[src/rtl/alu_shift_seq.sv]
// alu_shift_seq: multi-cycle SLL/SRL/SRA shifter, at most STEP positions per clock, valid/ready on both sides.
// Define ALU_SHIFT_ROTATE_EN to make op=11 a rotate-right; otherwise op=11 acts as SRL.
module alu_shift_seq #(
  parameter int WIDTH = 32,
  parameter int STEP  = 1
) (
  input  logic             clk,
  input  logic             rst,
  input  logic             in_valid,
  output logic             in_ready,
  input  logic [1:0]       op,
  input  logic [WIDTH-1:0] rs1,
  input  logic [WIDTH-1:0] rs2,
  output logic             out_valid,
  input  logic             out_ready,
  output logic [WIDTH-1:0] rd
);
  localparam int SHW = $clog2(WIDTH);
  localparam logic [SHW:0] STEP_W = (SHW+1)'(STEP);
  typedef enum logic [1:0] {IDLE, SHIFT, DONE} state_t;
  state_t           state_q, state_d;
  logic [WIDTH-1:0] acc_q, acc_d, shifted, sra;
  logic [SHW-1:0]   cnt_q, cnt_d, amt, cnt_left;
  logic [1:0]       op_q, op_d;
  logic             unused_rs2;
  assign unused_rs2 = ^rs2[WIDTH-1:SHW];
  // cnt never exceeds WIDTH-1, so amt fits in SHW bits even when STEP == WIDTH
  assign amt      = ({1'b0, cnt_q} < STEP_W) ? cnt_q : STEP_W[SHW-1:0];
  assign cnt_left = cnt_q - amt;
  assign sra      = $signed(acc_q) >>> amt;
`ifdef ALU_SHIFT_ROTATE_EN
  logic [2*WIDTH-1:0] rot;
  assign rot = {acc_q, acc_q} >> amt;
  always_comb
    shifted = (op_q == 2'b00) ? acc_q << amt :
              (op_q == 2'b10) ? sra :
              (op_q == 2'b11) ? rot[WIDTH-1:0] : acc_q >> amt;
`else
  always_comb
    shifted = (op_q == 2'b00) ? acc_q << amt :
              (op_q == 2'b10) ? sra : acc_q >> amt;
`endif
  always_comb begin
    state_d = state_q;
    acc_d   = acc_q;
    cnt_d   = cnt_q;
    op_d    = op_q;
    if (state_q == IDLE && in_valid) begin
      acc_d   = rs1;
      cnt_d   = rs2[SHW-1:0];
      op_d    = op;
      state_d = (rs2[SHW-1:0] != '0) ? SHIFT : DONE;
    end else if (state_q == SHIFT) begin
      acc_d   = shifted;
      cnt_d   = cnt_left;
      state_d = (cnt_left == '0) ? DONE : SHIFT;
    end else if (state_q == DONE && out_ready) begin
      state_d = IDLE;
    end
  end
  always_ff @(posedge clk) begin
    if (rst) begin
      state_q <= IDLE;
      acc_q   <= '0;
      cnt_q   <= '0;
      op_q    <= '0;
    end else begin
      state_q <= state_d;
      acc_q   <= acc_d;
      cnt_q   <= cnt_d;
      op_q    <= op_d;
    end
  end
  assign in_ready  = (state_q == IDLE);
  assign out_valid = (state_q == DONE);
  assign rd        = out_valid ? acc_q : '0;
endmodule

[config.mk]
export PLATFORM = sky130hd
export DESIGN_NAME = alu_shift_seq
export DESIGN_NICKNAME = d
export VERILOG_FILES = /design/src/rtl/alu_shift_seq.sv
export SDC_FILE = /design/constraint.sdc
export NUM_CORES = 1
export LEC_CHECK = 0
export ABC_CLOCK_PERIOD_IN_PS = 2800
export CAP_MARGIN = 40
export CORE_ASPECT_RATIO = 0.8
export CORE_MARGIN = 2
export CORE_UTILIZATION = 46
export CTS_BUF_LIST = sky130_fd_sc_hd__clkbuf_8
export DETAILED_ROUTE_END_ITERATION = 10
export PLACE_DENSITY = 0.83
export SLEW_MARGIN = 40
export SYNTH_ARGS = -nofsm -noshare
export SYNTH_HDL_FRONTEND = slang
export SYNTH_SLANG_ARGS = --single-unit
export TNS_END_PERCENT = 50
[constraint.sdc]
create_clock -name clk -period 2.8 [get_ports clk]
set_clock_uncertainty 0.1 [all_clocks]
set_input_delay 0.28 -clock clk [delete_from_list [all_inputs] [get_ports clk]]
set_output_delay 0.28 -clock clk [all_outputs]
set_load 0.02 [all_outputs]
==> out/metrics.cfg, run 1 <==
[power]
p_leak_nw=1.31
switching_share_pct=37.2
p_per_area_mw_per_mm2=614
p_int_mw=1.41
power_frac_seq_pct=35.0
switchingPower_uw=836
p_comb_share_pct=39.6
clkPwrFrac_pct=25.4
worst_ir_drop_vdd_v=0.000282

[setup_path]
startpoint_type=flip-flop
endpoint_kind=output port
r2r_cells=4
required_ps=2420
critPathMaxFanout=26
crit_arrival_ps=2230
crit_start=state_q[1]
r2r_end=acc_q[7]
r2r_slack_ps=550
reg2reg_from=cnt_q[1]
critPathKind=reg -> out

[timing]
hold_viol_final=0
min_period_ps=2610
hold_slack_ps=433
maxSlewHeadroom_pct=59.0
timing.fmax_ghz=0.384
fin_tns_setup_ps=0
setup_violations=0
tightest_slew_ps=615
fin_crit_sh_pct=93.1
grt_setup_unrepaired=false
final_max_slew_viol_count=0

[die]
core-area_sq_mm=0.00556
start_util_pct=48.7
core.rowCount=24
io_pins=104
die_w_um=89.8
die_h_um=72.6
dieArea_sq_mm=0.00652

[logic_synthesis]
syn-num-nets=398
ys_ff_latch=41
synthTopCellsByArea=dfxtp_1 (30%), and2_1 (7.4%), a221oi_1 (6.1%)
ys.flop_type=dfxtp_1
seq_area_frac_synth_pct=30.3
synth_area_sq_mm=0.00271
yosysTopAreaCell=dfxtp_1
synth_edf_count=0
synthArstFlopShare_pct=0
yosysMostFrequentCell=dfxtp_1
yosys-top-cells-count=dfxtp_1 (41), and2_1 (32), nor2_1 (30), clkbuf_1 (21), a221oi_1 (19)
syn-mean-instance-area_sq_um=8.28
synthDistinctLibCells=42
syn_inst=327
yosys_warnings=0
synth_top_area_share_pct=30.3

[clocking]
cts_max_path_buffers=2
postCtsSetupRepairBufs=0
holdBufCountCts=0
numCtsBuffers=5
cts_resized=0
insertion_delay_ps=300
htree_levels=2
cts_tree=built
clk_pin_slew_ps=80
cts-root-buf=clkbuf_8
clock_sinks=41

[placement]
post-dp-hpwl_mm=5.51
port_buffers=76
routabilityCongestion=0.832

[job]
maxCapViolCount=0

[finish]
register_area_sq_um=821
fin_nets=461
syn_to_final_growth_pct=35.5
antenna_cells=0
fill_cells=478
drive_gt1_share_pct=9.97
multi_input_area_sq_mm=0.00174

[routing]
routed_wl_mm=7.95
wl_per_cell_um=17.0
routed-via-count=2842
first_iter_violations=288
ant_nets=0
viasPerCell=6.06
drc=0
firstDrtPassIters=5

[global_routing]
grt_pass1_wl_mm=13.3
grt_pass1_vias=2721
grt_usage_pct=24.7
grt_overflow=0
grt_max_degree=43
antenna_found_initial=0

[worst_hold_path]
min-delay-start=op_q[1]
hold_end=op_q[1]
min_path_type=reg -> reg
hold_path_depth=2

[outcome]
outcome=complete, no violations

## worst max-delay path: stages (launching register included)
cell,delay [ps]
dfxtp_1,610
nor2b_1,250
buf_4,280
and2_1,170
clkdlybuf4s50_1,620
## power groups by stage
stage,combinational (mW),clock (mW),sequential [mW]
6_report,0.891,0.572,0.788
5_1_grt,0.979,0.599,0.803
4_1_cts,0.883,0.579,0.784
3_5_place_dp,0.877,0,0.796
3_3_place_gp,0.847,0,0.793
2_1_floorplan,0.667,0,0.742
## metrics by stage
step                utilization, %  cell area (sq um)  instances  worst slack [ps]  power [mW]
floorplan                        -               2710        327               716        1.41
global placement              63.5               3530        461               351        1.64
detailed placement            63.6               3530        461               433        1.67
CTS                           66.0               3670        469               202        2.25
global route                  66.0               3670        469              79.3        2.38
finish                        66.0               3670        469               194        2.25
## registers in the layout, summed over array words and instances (netlist names)
signal	count
state_q	2
op_q	2
cnt_q	5
acc_q	32
## logic make-up after synthesis
kind of cell    Yosys count  synth area share, %
flops                    41                 30.3
fa+ha+maj                 1                0.462
buf+inv                  35                 6.01
compound gates          101                 29.2
simple gates            133                 28.0
mux                      16                 6.06
## worst max path at each step
stage | end | slack, ps
after CTS | rd[1] | 200
final | rd[3] | 190
after detailed placement | acc_q[7] | 430
after global placement | acc_q[30] | 350
after floorplan | cnt_q[4] | 720
after global routing | rd[3] | 80
## placed cells by master, fill, tap and decap left out, types with 9 or more instances in the layout
master           Yosys  layout
nand2_1              9       9
a22oi_1             10      10
nor2b_1             18      18
mux2i_1             13      13
dfxtp_1             41      41
a221oi_1            19      19
and2_1              32      32
nand3b_1            17      17
buf_4                0      11
nor3_1              16      16
clkdlybuf4s50_1      0      76
a21oi_1             18      18
a211o_1             12      12
nor2_1              30      29
## area by class of cell
cell class,count,area share (%)
Clock buffer,5,1.88
Inverter,3,0.307
Sequential cell,41,22.4
Timing Repair Buffer,88,23.5
Clock inverter,3,1.77
Multi-Input combinational cell,251,47.5
Tap cell,78,2.66
## metal layers
layer | vias to the layer above | global-route usage, % | share of wire, %
li1 | 1346 | - | -
met1 | 1352 | 34.4 | 47
met2 | 128 | 39.7 | 45
met3 | 16 | 4.86 | 7.3
met4 | 0 | 6.32 | 1.3
met5 | - | 0 | 0
Note: power is estimated with default switching activity, not from simulation.
==> run 2: changes to the inputs <==
==> constraint.sdc (replaced) <==
create_clock -name clk -period 2.8 [get_ports clk]
set_clock_uncertainty 0.1 [all_clocks]
set_input_delay 0.28 -clock clk [delete_from_list [all_inputs] [get_ports clk]]
set_output_delay 0.28 -clock clk [all_outputs]
set_load 0.05 [all_outputs]
==> run 2 against run 1 <==
Against the previous run:
- clock-buffer cell count is 1 higher
- wire length grew 4.3%
- critical path depth is the same
- cell count fell by 0.43%
- sequential share of layout area decreased by 1.6 points
==> out/metrics.cfg, run 2 (synthesized netlist as in run 1, its figures left out) <==
[outcome]
outcome=complete, no violations  ; unchanged

[routing]
met3_length_um=701  ; was 577 um
firstDrtPassIters=5  ; unchanged
wl_met1_mm=3.62  ; was 3.70 mm
first_iter_violations=282  ; was 288
viasPerCell=6.10  ; was 6.06
drc=0  ; unchanged
ant_nets=0  ; unchanged
wl_met2_mm=3.80  ; was 3.57 mm
routed_wl_mm=8.30  ; was 7.95 mm
top_layer_used=met4  ; unchanged
routed-via-count=2849  ; was 2842
wl_per_cell_um=17.8  ; was 17.0 um

[timing]
timing.fmax_ghz=0.440  ; was 0.384 GHz
setup_ws_ps=528  ; was 194 ps
tightest_slew_ps=608  ; was 615 ps
setup_violations=0  ; unchanged
fin_tns_setup_ps=0  ; unchanged
final_max_slew_viol_count=0  ; unchanged
maxSlewHeadroom_pct=59.5  ; was 59.0%
fin_crit_sh_pct=81.1  ; was 93.1%
min_period_ps=2270  ; was 2610 ps
grt_setup_unrepaired=false  ; unchanged
hold_viol_final=0  ; unchanged

[placement]
port_buffers=76  ; unchanged
routabilityCongestion=0.842  ; was 0.832
post-dp-hpwl_mm=5.62  ; was 5.51 mm
dpl_worst_slack_ps=492  ; was 433 ps

[die]
core-area_sq_mm=0.00556  ; unchanged
start_util_pct=48.7  ; unchanged
io_pins=104  ; unchanged
dieArea_sq_mm=0.00652  ; unchanged
die_h_um=72.6  ; unchanged
core.rowCount=24  ; unchanged
die_w_um=89.8  ; unchanged

[power]
p_int_mw=1.38  ; was 1.41 mW
clkPwrFrac_pct=22.5  ; was 25.4%
worst_ir_drop_vdd_v=0.000435  ; was 0.000282 V
p_comb_share_pct=43.0  ; was 39.6%
switchingPower_uw=912  ; was 836 uW
p_per_area_mw_per_mm2=579  ; was 614 mW/mm^2
switching_share_pct=39.8  ; was 37.2%
power_frac_seq_pct=34.6  ; was 35.0%
p_leak_nw=1.45  ; was 1.31 nW

[finish]
register_area_sq_um=821  ; unchanged
fin_nets=459  ; was 461
regMostFlops=acc_q  ; unchanged
drive_gt1_share_pct=18.0  ; was 9.97%
syn_to_final_growth_pct=46.2  ; was 35.5%
multi_input_area_sq_mm=0.00174  ; unchanged
final_cell_mix=clkdlybuf4s50_1 (43), dfxtp_1 (41), buf_12 (33)  ; was clkdlybuf4s50_1 (76), dfxtp_1 (41), and2_1 (32)
largest_reg_flops=32  ; unchanged
largestRegisters=acc_q: 32 flops, cnt_q: 5 flops  ; unchanged
layout_commonest_cell=clkdlybuf4s50_1  ; unchanged
fin_util_pct=71.2  ; was 66.0%
antenna_cells=0  ; unchanged
fill_cells=406  ; was 478

[clocking]
clk_pin_slew_ps=90  ; was 80 ps
cts-root-buf=clkbuf_8  ; unchanged
numCtsBuffers=5  ; unchanged
cts_tree=built  ; unchanged
postCtsSetupRepairBufs=0  ; unchanged
cts_resized=0  ; unchanged
cts_max_path_buffers=2  ; unchanged
clock_sinks=41  ; unchanged
htree_levels=2  ; unchanged
insertion_delay_ps=310  ; was 300 ps
holdBufCountCts=0  ; unchanged

[setup_path]
startpoint_type=flip-flop  ; unchanged
cpPeakStageDelay_ps=690  ; was 620 ps
crit_buf_inv=0  ; was 2
cp_top_family=compound AO/OA/AOI/OAI gates  ; was buffers and inverters
crit_arrival_ps=2380  ; was 2230 ps
cp_slowest_cell=or4_4  ; was clkdlybuf4s50_1
critPathMaxFanout=18  ; was 26
path_cells=or4_4 > o21ai_4 > a221oi_1 > o31ai_1  ; was nor2b_1 > buf_4 > and2_1 > clkdlybuf4s50_1
required_ps=2910  ; was 2420 ps
critPathKind=reg -> reg  ; was reg -> out
r2r_slack_ps=530  ; was 550 ps
endpoint_kind=flip-flop  ; was output port

[job]
maxCapViolCount=0  ; unchanged

[global_routing]
grt_pass1_wl_mm=13.5  ; was 13.3 mm
antenna_found_initial=0  ; unchanged
grt_max_degree=32  ; was 43
grt_usage_pct=25.4  ; was 24.7%
grt_overflow=0  ; unchanged
grt_pass1_vias=2786  ; was 2721

[worst_hold_path]
min_path_type=in -> reg  ; was reg -> reg

[run 2: changes by cell type in the layout (fill, tap and decap cells not counted)]
cell,previous run,this run
buf_12,1,33
clkdlybuf4s50_1,76,43
bufinv_16,2,1
clkinvlp_4,0,1
clkinv_2,1,0
buf_4,11,10
clkbuf_8,5,6
[run 2: worst paths after layout]
check                 from  endpoint  cells past startpoint
setup / recovery  cnt_q[1]  acc_q[2]                      4
hold / removal       op[0]   op_q[0]                      3
setup reg to reg  cnt_q[1]  acc_q[2]                      4
hold reg to reg   acc_q[1]  acc_q[1]                      1
[run 2: per-layer routing]
metal | GRT usage (%) | vias up
met5 | 0 | -
li1 | - | 1335
met2 | 40.7 | 153
met4 | 8.89 | 0
met1 | 34.1 | 1341
met3 | 5.99 | 20
[run 2: per-stage QoR]
stage | power [mW] | cells | instance area [sq um] | hold WS (ps)
final | 2.29 | 467 | 3960 | 426
after global routing | 2.40 | 467 | 3960 | 458
after CTS | 2.28 | 467 | 3960 | 430
after detailed placement | 1.76 | 459 | 3840 | 433
after global placement | 1.72 | 459 | 3830 | 414
after floorplan | 1.46 | 327 | 2710 | 316
[run 2: power by group through the flow]
stage	Clock (mW)	Sequential [mW]	Combinational, mW
global route	0.532	0.805	1.06
CTS	0.518	0.786	0.972
finish	0.515	0.791	0.985
floorplan	0	0.742	0.718
global placement	0	0.792	0.932
detailed placement	0	0.799	0.965
[run 2: final cells by class]
type	instances	share of cell area, %
Clock buffer	6	2.09
Inverter	3	0.285
Tap cell	78	2.47
Multi-Input combinational cell	251	44.0
Sequential cell	41	20.7
Timing Repair Buffer	86	29.5
Clock inverter	2	0.949
[run 2: worst register-to-register path, stage by stage, from the launching register on]
cell      delay [ps]
dfxtp_1          410
or4_4            700
o21ai_4          490
a221oi_1         200
o31ai_1          280
==> variant: new RTL, config.mk and constraints of run 1 <==
The parameter `WIDTH` goes from 32 to 64.
--- a/src/rtl/alu_shift_seq.sv
+++ b/src/rtl/alu_shift_seq.sv
@@ -1,7 +1,7 @@
 // alu_shift_seq: multi-cycle SLL/SRL/SRA shifter, at most STEP positions per clock, valid/ready on both sides.
 // Define ALU_SHIFT_ROTATE_EN to make op=11 a rotate-right; otherwise op=11 acts as SRL.
 module alu_shift_seq #(
-  parameter int WIDTH = 32,
+  parameter int WIDTH = 64,
   parameter int STEP  = 1
 ) (
   input  logic             clk,
Ports: changed (resized rd, rs1 and rs2); port bits go from 104 to 200. The function was not compared with the original's and may differ.
==> variant against run 1 <==
Critical path depth unchanged. Design area grew 70%. First-iteration DRC count is 68% higher. Wire length increased by 68%. Cell count up 62%. Power rose by 71%. Area after synthesis up 67%. Maximum frequency fell by 3.0%. Setup slack got worse by 0.080 ns. Sequential cell count increased by 33.
==> variant: results (changes against run 1) <==
| Metric | Value |
|---|---|
| Data arrival at the endpoint of the critical path | 2.31 ns (+0.08 ns) |
| IO Port Bufs | 141 (+86%) |
| Global router's overall resource usage | 0.251 (+0.00451) |
| Destination of the worst hold path | state_q[0] |
| First DRT Iteration DRCs | 483 (+68%) |
| P_sw | 1.38 mW (+65%) |
| RePlAce Congestion | 0.869 (+4.5%) |
| Post-Synthesis Net Count | 658 (+65%) |
| Max FFs per register | 64 (+100%) |
| Via-per-instance ratio | 6.00 (-0.94%) |
| Count of state elements after synthesis | 74 (+80%) |
| Ratio of cells with drive above 1 in the final layout | 0.131 (+0.0315) |
| Avg Synthesized Cell Area | 8.63 µm² (+4.3%) |
| Number of cells on the worst reg-to-reg path | 7 (+3) |
| Leading post-synthesis cells by instance count | sky130_fd_sc_hd__dfxtp_1, sky130_fd_sc_hd__nor2_1, sky130_fd_sc_hd__and2_1 |
| Outcome | finished clean |
| Number of global-route vias before repair | 4,297 (+58%) |
| Pre-CTS setup slack | 0.379 ns (-0.0541 ns) |
| H-tree level count | 3 (+1) |
| Post-synthesis adder-cell area fraction | 0.00277 (-0.00185) |
| Fraction of power consumed by sequential logic | 0.371 (+0.021) |
| Multiplexer fraction of the synthesized cell area | 0.152 (+0.0910) |
| Signal buffers | 154 (+75%) |
| Area fraction in compound gates after synthesis | 0.242 (-0.0493) |
| Wire length of the first global-routing pass | 21,500 µm (+62%) |
| Proportion of power drawn by the clock network | 0.260 (+0.006) |
| Dpl hpwl | 8870 µm (+61%) |
| Largest registers ranked by flip-flop count | acc_q (64), cnt_q (6) |
| Count of TritonRoute iterations in the first routing pass | 6 (+1) |
| Clock buffers created by TritonCTS | 9 (+4) |
| Largest net degree at the start of global routing | 74 (+72%) |
| Actual slew at the worst max-slew pin | 0.663 ns (+0.0477 ns) |
[variant: cell count changes after synthesis, sizes merged, moves of 17 or more]
cell,change
nor2,+41
dfxtp,+33
a222oi,+32
and2,+32
mux2,+32
a221oi,-18
clkbuf,+17
[variant: metal layers]
| layer | global-route usage | vias to the layer above | share of wire |
|---|---|---|---|
| met5 | 0 | - | 0 |
| met4 | 0.0572 | 0 | 0.0078 |
| met3 | 0.0766 | 11 | 0.088 |
| met2 | 0.393 | 215 | 0.46 |
| met1 | 0.341 | 2175 | 0.45 |
| li1 | - | 2155 | - |
[variant: cell families after synthesis]
group                    Yosys count
AO/OA/AOI/OAI                    135
XOR/XNOR                           1
adder cells (fa/ha/maj)            1
buffers and inverters             58
flip-flops                        74
multiplexers                      64
AND/OR/NAND/NOR                  190
[variant: metrics by stage]
step                power [mW]  area, µm²   util
CTS                       3.84       6220  0.647
global route              4.06       6220  0.647
finish                    3.84       6220  0.647
detailed placement        2.84       5990  0.623
global placement          2.79       5990  0.623
floorplan                 2.42       4520      -
